$ cat src/rtl/mux_64to1_tree8_if.sv
// Bundle for the 64:1 tree selector: input lanes, lane select and valid in,
// selected lane and valid out.
interface mux_64to1_tree8_if #(
   parameter int WIDTH = 1
);
   logic [64*WIDTH-1:0] a;
   logic [5:0]          s;
   logic                in_valid;
   logic [WIDTH-1:0]    y;
   logic                out_valid;

   modport master (output a, s, in_valid, input y, out_valid);
   modport slave  (input a, s, in_valid, output y, out_valid);
endinterface

$ cat src/rtl/mux_64to1_tree8.sv
// Registered 64:1 lane selector built from nine 8:1 cells: eight leaves on
// s[2:0], one root on s[5:3], with an optional register between the levels.
module mux8_cell #(
   parameter int WIDTH = 1
) (
   input  logic [8*WIDTH-1:0] d,
   input  logic [2:0]         sel,
   output logic [WIDTH-1:0]   y
);
   always_comb begin
      y = '0;
      case (sel)
         3'd0: y = d[0*WIDTH +: WIDTH];
         3'd1: y = d[1*WIDTH +: WIDTH];
         3'd2: y = d[2*WIDTH +: WIDTH];
         3'd3: y = d[3*WIDTH +: WIDTH];
         3'd4: y = d[4*WIDTH +: WIDTH];
         3'd5: y = d[5*WIDTH +: WIDTH];
         3'd6: y = d[6*WIDTH +: WIDTH];
         3'd7: y = d[7*WIDTH +: WIDTH];
      endcase
   end
endmodule

module mux_64to1_tree8 #(
   parameter int WIDTH    = 1,
   parameter int PIPE_MID = 0
) (
   input  logic                 clk,
   input  logic                 rst_n,
   mux_64to1_tree8_if.slave     bus
);
   logic [8*WIDTH-1:0] leaf_p0;
   logic [8*WIDTH-1:0] leaf_p1;
   logic [2:0]         sel_hi_p1;
   logic               vld_p1;
   logic [WIDTH-1:0]   root_p1;

   logic [WIDTH-1:0]   y_d, y_q;
   logic               vld_p2_d, vld_p2_q;

   // Stage p0: leaf cells on s[2:0]; stage p1: root cell on s[5:3]
   for (genvar g = 0; g < 9; g++) begin : g_cell
      if (g < 8) begin : g_leaf
         mux8_cell #(.WIDTH(WIDTH)) u_cell (
            .d   (bus.a[g*8*WIDTH +: 8*WIDTH]),
            .sel (bus.s[2:0]),
            .y   (leaf_p0[g*WIDTH +: WIDTH])
         );
      end else begin : g_root
         mux8_cell #(.WIDTH(WIDTH)) u_cell (
            .d   (leaf_p1),
            .sel (sel_hi_p1),
            .y   (root_p1)
         );
      end
   end

   // Mid-tree boundary: the root select and valid travel with the leaf data
   if (PIPE_MID != 0) begin : g_mid
      logic [8*WIDTH-1:0] leaf_d, leaf_q;
      logic [2:0]         sel_hi_d, sel_hi_q;
      logic               vld_p1_d, vld_p1_q;

      always_comb begin
         leaf_d   = leaf_p0;
         sel_hi_d = bus.s[5:3];
         vld_p1_d = bus.in_valid;
      end

      always_ff @(posedge clk or negedge rst_n) begin
         if (!rst_n) begin
            leaf_q   <= '0;
            sel_hi_q <= '0;
            vld_p1_q <= 1'b0;
         end else begin
            leaf_q   <= leaf_d;
            sel_hi_q <= sel_hi_d;
            vld_p1_q <= vld_p1_d;
         end
      end

      assign leaf_p1   = leaf_q;
      assign sel_hi_p1 = sel_hi_q;
      assign vld_p1    = vld_p1_q;
   end else begin : g_direct
      assign leaf_p1   = leaf_p0;
      assign sel_hi_p1 = bus.s[5:3];
      assign vld_p1    = bus.in_valid;
   end

   // Output boundary: y reloads every cycle; out_valid qualifies it
   always_comb begin
      y_d      = root_p1;
      vld_p2_d = vld_p1;
   end

   always_ff @(posedge clk or negedge rst_n) begin
      if (!rst_n) begin
         y_q      <= '0;
         vld_p2_q <= 1'b0;
      end else begin
         y_q      <= y_d;
         vld_p2_q <= vld_p2_d;
      end
   end

   assign bus.y         = y_q;
   assign bus.out_valid = vld_p2_q;
endmodule

$ cat src/flat_wrapper.sv
// flat-port wrapper written by rule: the top's interface ports become plain ports
module mux_64to1_tree8_flat 
#(
   parameter int WIDTH    = 1,
   parameter int PIPE_MID = 0
)
  (clk, rst_n, bus_a, bus_s, bus_in_valid, bus_y, bus_out_valid);
  mux_64to1_tree8_if #(.WIDTH(WIDTH)) bus_i ();
  input  logic clk;
  input  logic rst_n;
  input wire logic [$bits(bus_i.a)-1:0] bus_a;
  input wire logic [$bits(bus_i.s)-1:0] bus_s;
  input wire logic [$bits(bus_i.in_valid)-1:0] bus_in_valid;
  output wire logic [$bits(bus_i.y)-1:0] bus_y;
  output wire logic [$bits(bus_i.out_valid)-1:0] bus_out_valid;
  assign bus_i.a = bus_a;
  assign bus_i.s = bus_s;
  assign bus_i.in_valid = bus_in_valid;
  assign bus_y = bus_i.y;
  assign bus_out_valid = bus_i.out_valid;
  mux_64to1_tree8 #(.WIDTH(WIDTH), .PIPE_MID(PIPE_MID)) u_core (.clk(clk), .rst_n(rst_n), .bus(bus_i));
endmodule
$ cat config.mk
export PLATFORM = sky130hd
export DESIGN_NAME = mux_64to1_tree8_flat
export DESIGN_NICKNAME = d
export VERILOG_FILES = /design/src/rtl/mux_64to1_tree8_if.sv /design/src/rtl/mux_64to1_tree8.sv /design/src/flat_wrapper.sv
export SDC_FILE = /design/constraint.sdc
export NUM_CORES = 1
export LEC_CHECK = 0
export CAP_MARGIN = 20
export CORE_UTILIZATION = 29
export DETAILED_ROUTE_END_ITERATION = 8
export PLACE_DENSITY_LB_ADDON = 0.3
export SYNTH_ARGS = -nofsm -noshare
export SYNTH_HDL_FRONTEND = slang
export SYNTH_SLANG_ARGS = --single-unit
$ cat constraint.sdc
create_clock -name clk -period 0.8 [get_ports clk]
set_clock_uncertainty 0.1 [all_clocks]
set_input_delay 0.08 -clock clk [delete_from_list [all_inputs] [get_ports clk]]
set_output_delay 0.08 -clock clk [all_outputs]
set_load 0.03 [all_outputs]
==> summary.txt, run 1 <==
Outcome
  • Status: complete, but fails checks
  • Failing checks: negative hold slack, negative setup slack

Placement
  • DP Wirelength: 2.77 mm
  • # port buffers: 74
  • Placed Area: 0.00162 mm2
  • Routability Congestion: 0.901

Timing
  • Tmin final: 1.60 ns
  • Fin. Hold Viols: 2
  • Final setup viols: 3
  • Period utilisation layout: 200%
  • RSZ-0062 raised after global routing: true
  • Slew @ Worst Pin: 0.410 ns
  • Worst slew margin: 72.4%
  • Smallest setup slack after layout: -0.799 ns
  • Max Freq: 625 MHz
  • Hold Worst Slack: -0.00807 ns
  • Slew Viols, Final: 0

Logic synthesis
  • Yosys warnings: 0
  • Synth Net Count: 168
  • Synthesized cell area: 733 um2
  • Post-Synthesis Cells: 95
  • Syn_area_per_cell: 7.72 um2
  • Synth cell types: 38
  • Sequential share of the synthesized area: 6.83%
  • #FFs+latches synth: 2

CTS
  • Clock slew at reported path FFs: 0.03 ns
  • H-tree levels: 1
  • Total CTS buffers: 3
  • Clock Sinks: 2
  • CTS tree: built
  • Root Driver: clkbuf_4
  • Longest Clk Path Bufs: 2
  • Hold-fix buffers, CTS: 1

Critical path
  • Cells along the critical path: clkdlybuf4s50_1 -> nor4_4 -> nor4_2 -> o211ai_1 -> o2111ai_2 -> o31a_1
  • Worst EP arrival: 1.60 ns
  • Req. time, crit path: 0.80 ns
  • Startpoint types: primary input
  • Worst Setup End Kind: flip-flop
  • CP max stage cell: clkdlybuf4s50_1
  • Delay of the slowest cell on the worst path: 0.47 ns
  • CP max FO: 2
  • WS Path Type: primary input to flip-flop

Final layout
  • Share of cells above drive strength 1: 28.0%
  • Post-layout util: 79.2%
  • Post-layout nets: 268
  • Area grow syn2layout: 148%
  • Design area: 0.00182 mm2
  • Commonest cells after routing, fill and taps aside: clkdlybuf4s50_1, buf_4, mux2i_1
  • Antenna diodes: 0
  • Filler cells: 171
  • Area taken by multi-input logic gates: 704 um2
  • Register area: 50.0 um2
  • Commonest non-fill, non-tap cell in the layout: clkdlybuf4s50_1

GRT
  • Busiest layer in global routing: met2
  • Grt met2 use: 53.2%
  • GR Layer Usage met3: 2.90%
  • Largest net degree at the start of global routing: 18
  • Vias in the first global route: 1,281
  • Initial antenna violation count: 0
  • All-Layer GR Usage: 25.7%
  • First-pass GRT wire length: 5.24 mm
  • Met1 Resource Use GR: 26.6%
  • Residual overflow from global routing: 0

Power and ir drop
  • Max IR drop VDD: 0.711 mV
  • Pwr/cell area: 687 mW/mm2
  • Leakage: 0.746 nW

Floorplanning
  • Row Count: 17
  • Initial Utilization: 31.9%
  • Die area: 0.00273 mm2
  • Core ar.: 0.00230 mm2
  • Die height: 52.3 um
  • Die width: 52.3 um
  • I/O pin cnt: 75

Hold path
  • Hold Crit Class: primary input to asynchronous set/reset pin

Detailed routing
  • Drt first pass iters: 4
  • Antenna viol nets, final: 0
  • Via density: 5.61
  • Routed WL: 3.74 mm
  • WL per Instance: 16.9 um
  • Via count: 1,239
  • DR DRC count: 0
  • 1st-iter DRT viols: 24

Run
  • Max-Cap Viols: 0
==> metal layers <==
metal  part of all wire [%]  wire, um
met1                     37      1400
met2                     56      2100
met3                    5.1       189
met4                    1.3        50
met5                      0         0
==> critical path: cells and delay by family <==
| kind | cells | cell delay (ns) |
|---|---|---|
| AO/OA/AOI/OAI | 3 | 0.61 |
| buffers and inverters | 1 | 0.47 |
| AND/OR/NAND/NOR | 2 | 0.45 |
==> path summary, 6_finish.rpt <==
path,startpoint,end,slack (ns)
worst max-delay path,bus_a[40],u_core.bus.y$_DFF_PN0_,-0.80
worst min-delay path,rst_n,u_core.bus.out_valid$_DFF_PN0_,-0.008
max in group asynchronous,rst_n,u_core.bus.y$_DFF_PN0_,0.48
min in group clk,bus_in_valid,u_core.bus.out_valid$_DFF_PN0_,0.21
==> where the power goes <==
part / leakage (nW) / switching, mW / total [mW] / internal, mW
Combinational: 0.709 / 0.323 / 0.906 / 0.583
Clock: 0.0138 / 0.0598 / 0.225 / 0.166
Sequential: 0.0239 / 0.00534 / 0.119 / 0.114
Total: 0.746 / 0.388 / 1.25 / 0.862
==> kinds of logic (layout without fill, tap and decap cells) <==
family | Yosys count | count (layout) | share of synthesized area, %
AO/OA/AOI/OAI | 34 | 34 | 36.0
buffers and inverters | 13 | 111 | 8.53
flip-flops | 2 | 2 | 6.83
multiplexers | 13 | 13 | 22.9
AND/OR/NAND/NOR | 33 | 33 | 25.8
==> cells in the mapped netlist <==
master | number | area, um2
and3b_1 | 1 | 8.76
buf_2 | 5 | 25.0
nand4_1 | 1 | 6.26
nor4_1 | 2 | 12.5
inv_2 | 1 | 3.75
nand3b_1 | 3 | 22.5
or2_0 | 1 | 6.26
o311ai_1 | 1 | 8.76
o2111a_1 | 2 | 22.5
o21ai_0 | 1 | 5.00
a22oi_1 | 1 | 7.51
o2111ai_1 | 2 | 17.5
o31a_1 | 1 | 8.76
a221oi_1 | 2 | 17.5
buf_6 | 1 | 11.3
o211ai_1 | 5 | 37.5
nand2b_1 | 9 | 56.3
o221a_2 | 1 | 11.3
a21oi_1 | 7 | 35.0
nor2b_1 | 1 | 6.26
nand2_1 | 4 | 15.0
mux4_2 | 3 | 67.6
nand3_1 | 3 | 15.0
mux2i_1 | 10 | 100
inv_1 | 4 | 15.0
nor2_1 | 4 | 15.0
a2111oi_0 | 1 | 8.76
o2bb2ai_1 | 3 | 26.3
clkbuf_1 | 2 | 7.51
or3_1 | 1 | 6.26
o211a_1 | 1 | 10.0
dfrtp_1 | 2 | 50.1
nor3_1 | 2 | 10.0
o22ai_1 | 2 | 12.5
o221ai_1 | 2 | 17.5
or3b_1 | 1 | 8.76
a22o_1 | 1 | 8.76
a32oi_1 | 1 | 8.76
==> through the flow <==
step	total power, mW	hold slack, ns	setup TNS, ns	worst slack [ns]	std cells
floorplan	0.401	-0.316	-0.784	-0.784	95
global placement	0.884	0.158	-1.32	-1.32	210
detailed placement	0.906	0.155	-1.37	-1.37	210
CTS	1.21	0.210	-0.982	-0.762	220
global route	1.33	-0.00151	-1.15	-0.888	221
finish	1.25	-0.00807	-1.00	-0.799	221
==> sequential cells by signal, summed over array words and instances, names as in the netlist <==
name,cells
u_core.bus.out_valid,1
u_core.bus.y,1
==> area by class of cell <==
type	instances	area share, %
Timing Repair Buffer	103	54.4
Multi-Input combinational cell	80	38.7
Sequential cell	2	2.75
Tap cell	28	1.92
Clock buffer	3	1.24
Inverter	5	1.03
==> what timing repair did <==
action,4_1_cts,5_1_grt
endpoints found under the hold margin,2,1
endpoints found under the setup margin,3,5
buffers inserted,5,2
cloned,2,0
pin swaps,6,12
gates resized for setup,29,13
No activity file was read; power rests on OpenSTA's default activity.
==> inputs of run 2 (changes only) <==
==> constraint.sdc (replaced) <==
create_clock -name clk -period 0.8 [get_ports clk]
set_clock_uncertainty 0.1 [all_clocks]
set_input_delay 0.12 -clock clk [delete_from_list [all_inputs] [get_ports clk]]
set_output_delay 0.12 -clock clk [all_outputs]
set_load 0.03 [all_outputs]
==> summary.txt, run 2 (synthesis results as in run 1) <==
Outcome
  • Status: complete, but fails checks
  • Failing checks: negative hold slack, negative setup slack

Final layout
  • Commonest cells after routing, fill and taps aside: clkdlybuf4s50_1, buf_4, mux2i_1
  • Antenna diodes: 0 (unchanged)
  • Commonest non-fill, non-tap cell in the layout: clkdlybuf4s50_1
  • Filler cells: 171 (unchanged)
  • Share of cells above drive strength 1: 28.0% (unchanged)
  • Register area: 50.0 um2 (unchanged)
  • Design area: 0.00182 mm2 (unchanged)
  • Post-layout nets: 268 (unchanged)
  • Area taken by multi-input logic gates: 704 um2 (unchanged)
  • Area grow syn2layout: 148% (unchanged)

Placement
  • DP Wirelength: 2.77 mm (unchanged)
  • # port buffers: 74 (unchanged)
  • Routability Congestion: 0.901 (about the same)
  • Placed Area: 0.00162 mm2 (unchanged)
  • Dpl ws: -1.41 ns (-0.0400 ns)

Detailed routing
  • WL per Instance: 16.9 um (unchanged)
  • Drt first pass iters: 4 (unchanged)
  • DR DRC count: 0 (unchanged)
  • 1st-iter DRT viols: 24 (unchanged)
  • Met3 wire len: 189 um (unchanged)
  • Via count: 1,239 (unchanged)
  • Antenna viol nets, final: 0 (unchanged)
  • Highest Signal Layer: met4
  • Wire length on met2: 2.10 mm (unchanged)
  • Routed WL: 3.74 mm (unchanged)
  • Metal1 wirelength: 1.40 mm (about the same)
  • Via density: 5.61 (unchanged)

Critical path
  • CP max stage cell: clkdlybuf4s50_1
  • Startpoint types: primary input
  • Worst EP arrival: 1.64 ns (+0.04 ns)
  • Worst Setup End Kind: flip-flop
  • Req. time, crit path: 0.80 ns (about the same)
  • CP max FO: 2 (unchanged)
  • Delay of the slowest cell on the worst path: 0.47 ns (about the same)
  • Cells along the critical path: clkdlybuf4s50_1 -> nor4_4 -> nor4_2 -> o211ai_1 -> o2111ai_2 -> o31a_1
  • WS Path Type: primary input to flip-flop

Timing
  • Final setup viols: 3 (unchanged)
  • Hold Worst Slack: -0.0374 ns (-0.0294 ns)
  • RSZ-0062 raised after global routing: true
  • Worst slew margin: 72.4% (unchanged)
  • Tmin final: 1.64 ns (+0.0387 ns)
  • Slew Viols, Final: 0 (unchanged)
  • Period utilisation layout: 205% (+4.8 points)
  • Smallest setup slack after layout: -0.838 ns (-0.0387 ns)
  • Max Freq: 611 MHz (-2.4%)
  • Fin. Hold Viols: 2 (unchanged)
  • Slew @ Worst Pin: 0.410 ns (unchanged)

CTS
  • H-tree levels: 1 (unchanged)
  • Total CTS buffers: 3 (unchanged)
  • Clock slew at reported path FFs: 0.03 ns (about the same)
  • Root Driver: clkbuf_4
  • Longest Clk Path Bufs: 2 (unchanged)
  • CTS tree: built
  • Clock Sinks: 2 (unchanged)

Power and ir drop
  • Max IR drop VDD: 0.711 mV (about the same)
  • Leakage: 0.746 nW (about the same)
  • Pwr/cell area: 687 mW/mm2 (about the same)

Floorplanning
  • Die area: 0.00273 mm2 (unchanged)
  • I/O pin cnt: 75 (unchanged)
  • Die height: 52.3 um (unchanged)
  • Die width: 52.3 um (unchanged)
  • Core ar.: 0.00230 mm2 (unchanged)
  • Row Count: 17 (unchanged)
  • Initial Utilization: 31.9% (unchanged)

GRT
  • Largest net degree at the start of global routing: 18 (unchanged)
  • Vias in the first global route: 1,274 (-0.55%)
  • All-Layer GR Usage: 25.5% (-0.12 points)
  • Initial antenna violation count: 0 (unchanged)
  • Residual overflow from global routing: 0 (unchanged)
  • First-pass GRT wire length: 5.22 mm (-0.53%)

Run
  • Max-Cap Viols: 0 (unchanged)

Hold path
  • Hold Crit Class: primary input to asynchronous set/reset pin
[run 2: changes by cell type in the layout (fill, tap and decap cells not counted)]
cell             change
dlygate4sd3_1        -1
clkdlybuf4s50_1      +1
[run 2: timing repair]
action / CTS / global route
pin swaps: 6 / 12
gates cloned: 2 / 0
resized for setup: 29 / 13
buffers inserted: 5 / 2
endpoints found under the hold margin: 2 / 2
endpoints found under the setup margin: 3 / 3
[run 2: metal layers]
layer / GRT usage (%) / vias to the layer above
li1: - / 578
met1: 26.6 / 595
met2: 52.7 / 58
met3: 2.90 / 8
met4: 5.26 / 0
met5: 0 / -
[run 2: power by group]
group	internal, mW	switching (mW)	total [mW]	leakage, nW
clock	0.166	0.0598	0.225	0.0138
combinational	0.584	0.323	0.907	0.708
sequential	0.114	0.00531	0.119	0.0239
[run 2: per-stage QoR]
step	power, mW	setup TNS (ns)	util (%)	cells
after detailed placement	0.906	-1.41	70.4	210
final	1.25	-1.12	79.2	221
after global routing	1.33	-1.27	79.2	221
after floorplan	0.401	-0.824	-	95
after CTS	1.21	-1.10	75.9	219
after global placement	0.884	-1.36	70.4	210
[run 2: final cells by class]
class / count / area share, %
clock buffers: 3 / 1.24
inverters: 5 / 1.03
multi-input cells: 80 / 38.7
flip-flops and latches: 2 / 2.75
well taps: 28 / 1.92
repair buffers: 103 / 54.4
[run 2: worst max-delay path: cells and delay by family]
family	cells	cell delay, ns
AOI/OAI and AO/OA	3	0.61
buffers and inverters	1	0.47
and+or+nand+nor	2	0.45
[run 2: worst max path at each step]
stage / start / endpoint / slack [ns] / cells past startpoint
finish: bus_a[40] / u_core.bus.y$_DFF_PN0_ / -0.84 / 6
global route: bus_s[3] / u_core.bus.y$_DFF_PN0_ / -0.93 / 6
CTS: bus_s[2] / u_core.bus.y$_DFF_PN0_ / -0.80 / 7
detailed placement: bus_s[2] / u_core.bus.y$_DFF_PN0_ / -1.41 / 7
global placement: bus_s[2] / u_core.bus.y$_DFF_PN0_ / -1.36 / 7
floorplan: bus_s[2] / u_core.bus.y$_DFF_PN0_ / -0.82 / 7
